$ cat src/rtl/hazard_ctrl.sv
// rtl/hazard_ctrl.sv - pipeline stall/flush/freeze sequencing for the 5-stage MIPS core
module hazard_ctrl #(
    parameter int FLUSH_DEPTH = 1,
    parameter int MAX_WAIT    = 255,
    parameter int CNT_W       = 16
) (
    input  logic             clock,
    input  logic             reset,
    input  logic [4:0]       IFID_rs,
    input  logic [4:0]       IFID_rt,
    input  logic [4:0]       IDEX_rt,
    input  logic             IDEX_memRead,
    input  logic             branch_taken,
    input  logic             mem_busy,
    output logic             pc_write,
    output logic             ifid_write,
    output logic             idex_write,
    output logic             ifid_flush,
    output logic             idex_flush,
    output logic [1:0]       state_o,
    output logic [CNT_W-1:0] stall_cycles,
    output logic [CNT_W-1:0] flush_events,
    output logic             mem_timeout
);

    typedef enum logic [1:0] {
        RUN      = 2'd0,
        LU_HOLD  = 2'd1,
        FLUSH    = 2'd2,
        MEM_WAIT = 2'd3
    } state_t;

    // Wide enough to hold MAX_WAIT+1 for the largest legal MAX_WAIT.
    localparam int                WAIT_W     = 17;
    localparam logic [WAIT_W-1:0] WAIT_LIMIT = WAIT_W'(MAX_WAIT + 1);
    localparam logic [2:0]        FLUSH_LOAD = 3'(FLUSH_DEPTH - 1);
    localparam logic [CNT_W-1:0]  CNT_MAX    = '1;

    state_t            state_q, state_d;
    state_t            saved_q, saved_d;
    state_t            eff_state;
    logic [2:0]        fcnt_q, fcnt_d;
    logic [WAIT_W-1:0] wcnt_q, wcnt_d;
    logic [CNT_W-1:0]  stall_q, stall_d;
    logic [CNT_W-1:0]  flush_q, flush_d;
    logic              timeout_q, timeout_d;
    logic              stall_inc, flush_inc;
    logic              hz;

    assign hz = IDEX_memRead && (IDEX_rt != 5'd0) &&
                ((IDEX_rt == IFID_rs) || (IDEX_rt == IFID_rt));

    // After a freeze the interrupted state is evaluated as if it had never left.
    assign eff_state = (state_q == MEM_WAIT) ? saved_q : state_q;

    always_comb begin
        state_d    = state_q;
        saved_d    = saved_q;
        fcnt_d     = fcnt_q;
        wcnt_d     = '0;
        timeout_d  = timeout_q;
        stall_inc  = 1'b0;
        flush_inc  = 1'b0;
        pc_write   = 1'b1;
        ifid_write = 1'b1;
        idex_write = 1'b1;
        ifid_flush = 1'b0;
        idex_flush = 1'b0;

        if (mem_busy) begin
            pc_write   = 1'b0;
            ifid_write = 1'b0;
            idex_write = 1'b0;
            stall_inc  = 1'b1;
            wcnt_d     = (wcnt_q == WAIT_LIMIT) ? wcnt_q : wcnt_q + WAIT_W'(1);
            if (wcnt_d == WAIT_LIMIT) begin
                timeout_d = 1'b1;
            end
            state_d = MEM_WAIT;
            if (state_q != MEM_WAIT) begin
                saved_d = state_q;
            end
        end else if (branch_taken) begin
            ifid_flush = 1'b1;
            idex_flush = 1'b1;
            flush_inc  = 1'b1;
            if (FLUSH_DEPTH > 1) begin
                state_d = FLUSH;
                fcnt_d  = FLUSH_LOAD;
            end else begin
                state_d = RUN;
                fcnt_d  = 3'd0;
            end
        end else if (eff_state == FLUSH) begin
            ifid_flush = 1'b1;
            idex_flush = 1'b1;
            fcnt_d     = fcnt_q - 3'd1;
            state_d    = (fcnt_d == 3'd0) ? RUN : FLUSH;
        end else if ((eff_state == RUN) && hz) begin
            pc_write   = 1'b0;
            ifid_write = 1'b0;
            idex_flush = 1'b1;
            stall_inc  = 1'b1;
            state_d    = LU_HOLD;
        end else begin
            state_d = RUN;
        end

        stall_d = (stall_inc && (stall_q != CNT_MAX)) ? stall_q + CNT_W'(1) : stall_q;
        flush_d = (flush_inc && (flush_q != CNT_MAX)) ? flush_q + CNT_W'(1) : flush_q;

        if (reset) begin
            pc_write   = 1'b0;
            ifid_write = 1'b0;
            idex_write = 1'b0;
            ifid_flush = 1'b1;
            idex_flush = 1'b1;
        end
    end

    always_ff @(posedge clock) begin
        if (reset) begin
            state_q   <= RUN;
            saved_q   <= RUN;
            fcnt_q    <= 3'd0;
            wcnt_q    <= '0;
            stall_q   <= '0;
            flush_q   <= '0;
            timeout_q <= 1'b0;
        end else begin
            state_q   <= state_d;
            saved_q   <= saved_d;
            fcnt_q    <= fcnt_d;
            wcnt_q    <= wcnt_d;
            stall_q   <= stall_d;
            flush_q   <= flush_d;
            timeout_q <= timeout_d;
        end
    end

    assign state_o      = state_q;
    assign stall_cycles = stall_q;
    assign flush_events = flush_q;
    assign mem_timeout  = timeout_q;

endmodule

$ cat config.mk
export PLATFORM = sky130hd
export DESIGN_NAME = hazard_ctrl
export DESIGN_NICKNAME = d
export VERILOG_FILES = /design/src/rtl/hazard_ctrl.sv
export SDC_FILE = /design/constraint.sdc
export NUM_CORES = 1
export LEC_CHECK = 0
export CAP_MARGIN = 10
export CORE_ASPECT_RATIO = 1.1
export CORE_MARGIN = 3
export CORE_UTILIZATION = 40
export DETAILED_ROUTE_END_ITERATION = 8
export HOLD_SLACK_MARGIN = 0.12
export PLACE_DENSITY = 0.66
export SLEW_MARGIN = 20
export SYNTH_ARGS = -nofsm -noshare
export SYNTH_HDL_FRONTEND = slang
export SYNTH_SLANG_ARGS = --single-unit
$ cat constraint.sdc
create_clock -name clock -period 2.1 [get_ports clock]
set_input_delay 0.315 -clock clock [delete_from_list [all_inputs] [get_ports clock]]
set_output_delay 0.315 -clock clock [all_outputs]
set_load 0.01 [all_outputs]
-- Word-level counts from Yosys, hierarchy flattened
Cells that the tools add are included.
- register bits after elaboration: 57
- output and inout port bits: 40
- logic and storage cells: 65
- add/subtract/negate cells: 4
- eq/ne operators: 9
- muxes and demuxes: 30
- bitwise operators: 1
- reductions and logical operators: 14
- operators with widths (operator ; number):
    == test 17 x 9 -> 1 bit, second input constant ; 2
    adder 16 x 1 -> 16 bit, second input constant ; 2
    inequality test 16 bit, second input constant ; 2
    2-to-1 mux 1 bit ; 22
    adder 17 x 1 -> 17 bit, second input constant ; 1
    2-to-1 mux 17 bit ; 1
    == test 5 bit ; 2
    2-to-1 mux 2 bit ; 5
    2-to-1 mux 3 bit ; 2
    AND reduction 2 bit ; 3
    logical AND 1 bit ; 5
    nonzero test 5 bit ; 1
    == test 2 bit, second input constant ; 2
    zero test 3 bit ; 1
    subtractor 3 x 1 -> 3 bit, second input constant ; 1
    zero test 2 bit ; 1
    inequality test 2 bit, second input constant ; 1
    nonzero test 2 bit ; 1
    OR reduction 2 bit ; 1
    logical OR 1 bit ; 1
    NOT 1 bit ; 1

-- Logic depth before layout (Yosys ltp)
- depth after elaboration: 9
- mapped depth: 9
- depth with buffers taken out: 8

-- Worst setup path before layout
Ideal clock, no wire load.
- kind: input to output
- from: in IDEX_rt[1]
- to: out pc_write
- data arrival time: 1.661 ns
- required time: 1.785 ns
- slack: 0.124 ns
- stages on the path: 5
- path buffers: 1
- path through: or4_1 o221ai_2 nor3b_1 nor3_1 buf_4
- cells in the longest elaborated chain, start to end: 9
- elaborated cells between the ends (all ways): 12
- those cells by class: 2 x eq/ne; 5 x mux; 5 x reduce/logical
- ends and longest elaborated chain (item ; line ; RTL):
    from (decl) ; 11 ; input logic [4:0] IDEX_rt,
    == test 5 bit / nonzero test 5 bit (equally long branches) ; 51, 50 ;
    logical OR 1 bit / logical AND 1 bit (equally long branches) ; 51, 50 ;
    logical AND 1 bit (*) ; 50 ; assign hz = IDEX_memRead && (IDEX_rt != 5'd0) &&
    logical AND 1 bit (*) ; 99 ; end else if ((eff_state == RUN) && hz) begin
    2-to-1 mux 1 bit (*) (5 in series) ; n/a ;
    to (decl) ; 15 ; output logic pc_write,
Mark *: on every way between the ends. The rest lies on a longest branch, timed or not.

-- Worst setup path after layout
- from: in IFID_rs[4]
- to: out ifid_write
- cells in the longest elaborated chain, start to end: 9
- ends and longest elaborated chain (item ; line ; RTL):
    from (decl) ; 9 ; input logic [4:0] IFID_rs,
    == test 5 bit ; 51 ; ((IDEX_rt == IFID_rs) || (IDEX_rt == IFID_rt));
    logical OR 1 bit ; 51 ;
    logical AND 1 bit ; 50 ;
    logical AND 1 bit ; 99 ;
    2-to-1 mux 1 bit ; 99 ;
    2-to-1 mux 1 bit ; 94 ; end else if (eff_state == FLUSH) begin
    2-to-1 mux 1 bit ; 83 ; end else if (branch_taken) begin
    2-to-1 mux 1 bit ; 70 ; if (mem_busy) begin
    2-to-1 mux 1 bit ; 112 ; if (reset) begin
    to (decl) ; 16 ; output logic ifid_write,
No other way between the ends.

==> flow_summary.toml <==
[sta]
fin_worst_skew_ns = 0.00645
period_needed_ns = 2.05
worst_pin_slew_ns = 0.362
setup_tns_ns = 0
setup_viol = 0
clock.fmax_mhz = 489
finalMaxSlewViolations = 0
fin_crit_sh = 0.974
hold_ws_ns = 0.487
relSlewSlack = 0.758
hold_viol = 0

[pwr]
cellLeakagePower_nw = 1.58
power_density_nw_per_um2 = 595
power.total_mw = 2.53
ir_drop_mv = 0.406

[synthesis]
seq_area_frac_synth = 0.373
synthTopCellsByArea = "dfxtp_1, xor2_1, nor2_1"
synth-edff-count = 0
yosys.area.top_type_share = 0.373
yosysTopAreaCell = "dfxtp_1"
synth_ff_type = "dfxtp_1"
synthesis.nets = 401
synth_seq_cells = 57
async_flop_share = 0
syn_inst = 375
postSynthAreaPerCell_um2 = 8.15
yosysUniqueCellTypes = 45
synth_area_um2 = 3060
yosysWarnings = 0

[setup_path]
critPathMaxFanout = 2
arrival_ns = 1.73
worstSetupPathType = "in -> out"
crit_path_start_kind = "input pin"
critical_path.top_delay_family = "buffers and inverters"
end_kind = "output pin"
crit_chain = "clkdlybuf4s50_1 > xnor2_1 > nand3_1 > o22ai_2 > nor3b_4 > nor3_2 > buf_2"
cpPeakStageDelay_ns = 0.47
critPathBufInv = 2
slowest_stage = "clkdlybuf4s50_1"
regToRegSetupSlack_ns = 0.07
worst_ep_required_time_ns = 1.78

[drt]
wl_per_cell_um = 13.8
viasPerCell = 5.37
drtIter0Drc = 176
antenna_left = 0
routed_wl_um = 7580
drt_first_pass_iters = 4
vias = 2941
drc_errors = 0

[floorplanning]
core_area_um2 = 7210
fp-row-count = 32
fp.dieArea_um2 = 8720
io_pins = 60
initial_core_util = 0.424
die_y_um = 97.7
die_w_um = 89.3

[cells_and_area]
syn2layout_area_growth_pct = 39.4
instances_no_fill = 548
fin_nets = 484
drive_gt1_frac = 0.188
diodes = 0

[global_routing]
grt_pass1_vias = 2702
grt_max_degree = 31
antenna_found_initial = 0
grt_overflow_total = 0
grt_use_total = 0.172
grt_pass1_wl_um = 12200

[worst_hold_path]
min_path_type = "reg -> reg"

[run_status]
status = "complete, no violations"

[clock_network]
cts_made_buffers = 9
clock-sinks = 57
cts_hold_buffers = 0
clkLatencyLatePin_ns = 0.33
ctsHtreeMaxLevel = 3
path_clk_slew_ns = 0.06
tritoncts = "done"
cts_root_buffer = "clkbuf_8"
clk_path_buf_depth = 2

[place]
dp_cells = 527
dpl.hpwl_um = 5140
io_buffers = 59
gp_congestion = 0.847

[run]
maxCapViolations = 0
-- kinds of logic after synthesis --
group | after synthesis | share of synthesized area
adders and majority gates | 6 | 0.0246
muxes | 3 | 0.00983
AOI/OAI and AO/OA | 58 | 0.114
buffers and inverters | 33 | 0.0557
xor gates and xnor gates | 45 | 0.129
DFF | 57 | 0.373
and+or+nand+nor | 173 | 0.293
-- layout by cell type (no fill, tap or decap), types with 7 or more instances in the layout --
| cell type | instances |
|---|---|
| xor2_1 | 25 |
| nor2_1 | 52 |
| nand3_1 | 26 |
| clkdlybuf4s50_1 | 46 |
| inv_1 | 9 |
| nand2_1 | 24 |
| clkbuf_8 | 10 |
| dfxtp_1 | 53 |
| buf_4 | 32 |
| o21ai_1 | 12 |
| nand4_1 | 16 |
| o21ai_0 | 7 |
| xnor2_1 | 20 |
| or3_1 | 11 |
| a21oi_1 | 17 |
| nor3_1 | 7 |
-- layer usage --
metal  vias up  share of wire  global-route usage
met5         -              0                   0
met4         0          0.016              0.0619
met3         9          0.037              0.0382
met2        55           0.46               0.261
met1      1390           0.49               0.237
li1       1487              -                   -
-- flip-flops by register name, indices dropped and copies added (netlist names) --
| name | cells |
|---|---|
| wcnt_q | 17 |
| state_o | 2 |
| mem_timeout | 1 |
| flush_events | 16 |
| saved_q | 2 |
| fcnt_q | 3 |
| stall_cycles | 16 |
-- worst min-delay path: stages, from the launching register on --
cell	delay, ns
dfxtp_1	0.32
a21oi_1	0.06
nor2_1	0.07
-- final timing paths --
path,to,cells after the start,startpoint
min,fcnt_q[1]$_SDFFE_PP0P_,2,fcnt_q[1]$_SDFFE_PP0P_
min reg2reg,fcnt_q[1]$_SDFFE_PP0P_,2,fcnt_q[1]$_SDFFE_PP0P_
max,ifid_write,7,IFID_rs[4]
max reg2reg,stall_cycles[2]$_SDFFE_PP0P_,8,saved_q[1]$_SDFFE_PP0P_
-- layout make-up --
| cell class | instances | area [um2] |
|---|---|---|
| well taps | 85 | 106 |
| clock buffers | 11 | 141 |
| clock inverters | 5 | 78.8 |
| multi-input cells | 285 | 1860 |
| fillers | 661 | 2950 |
| inverters | 10 | 37.5 |
| repair buffers | 95 | 888 |
| flip-flops and latches | 57 | 1150 |
-- where the power goes --
group	internal (mW)	total, mW	leakage [nW]	switching [mW]
combinational	0.147	0.278	1.00	0.131
sequential	1.10	1.11	0.462	0.0147
clock	0.699	1.14	0.113	0.444
-- per-stage QoR --
| step | setup slack [ns] | utilization | area [um2] |
|---|---|---|---|
| after floorplan | 0.124 | - | 3060 |
| after global placement | -0.655 | 0.536 | 3860 |
| after detailed placement | -0.699 | 0.536 | 3860 |
| after CTS | 0.000759 | 0.571 | 4120 |
| after global routing | -0.0158 | 0.591 | 4260 |
| final | 0.0536 | 0.591 | 4260 |
-- cell usage after synthesis (2+ instances only) --
cell,count
and2_1,2
a31oi_1,3
a41oi_1,2
inv_1,10
and3_1,5
ha_1,6
or3_1,17
nor4_1,4
dfxtp_1,57
and4_1,5
nand3_1,26
xor2_1,25
nand2_1,24
buf_2,3
buf_6,3
clkbuf_1,15
nand3b_1,2
o21ai_0,11
nor2_1,52
a21oi_1,23
nor2b_1,3
mux2i_1,3
o21ai_1,9
nor4b_1,2
nor3_1,8
nand4_1,16
o22ai_1,2
xnor2_1,20
-- timing repair --
action	in CTS	in global routing
endpoints found under the setup margin	5	19
gates resized for setup	34	30
setup buffers	1	3
gates cloned	0	2
pin swaps	4	36
Note: power is estimated with default switching activity, not from simulation.
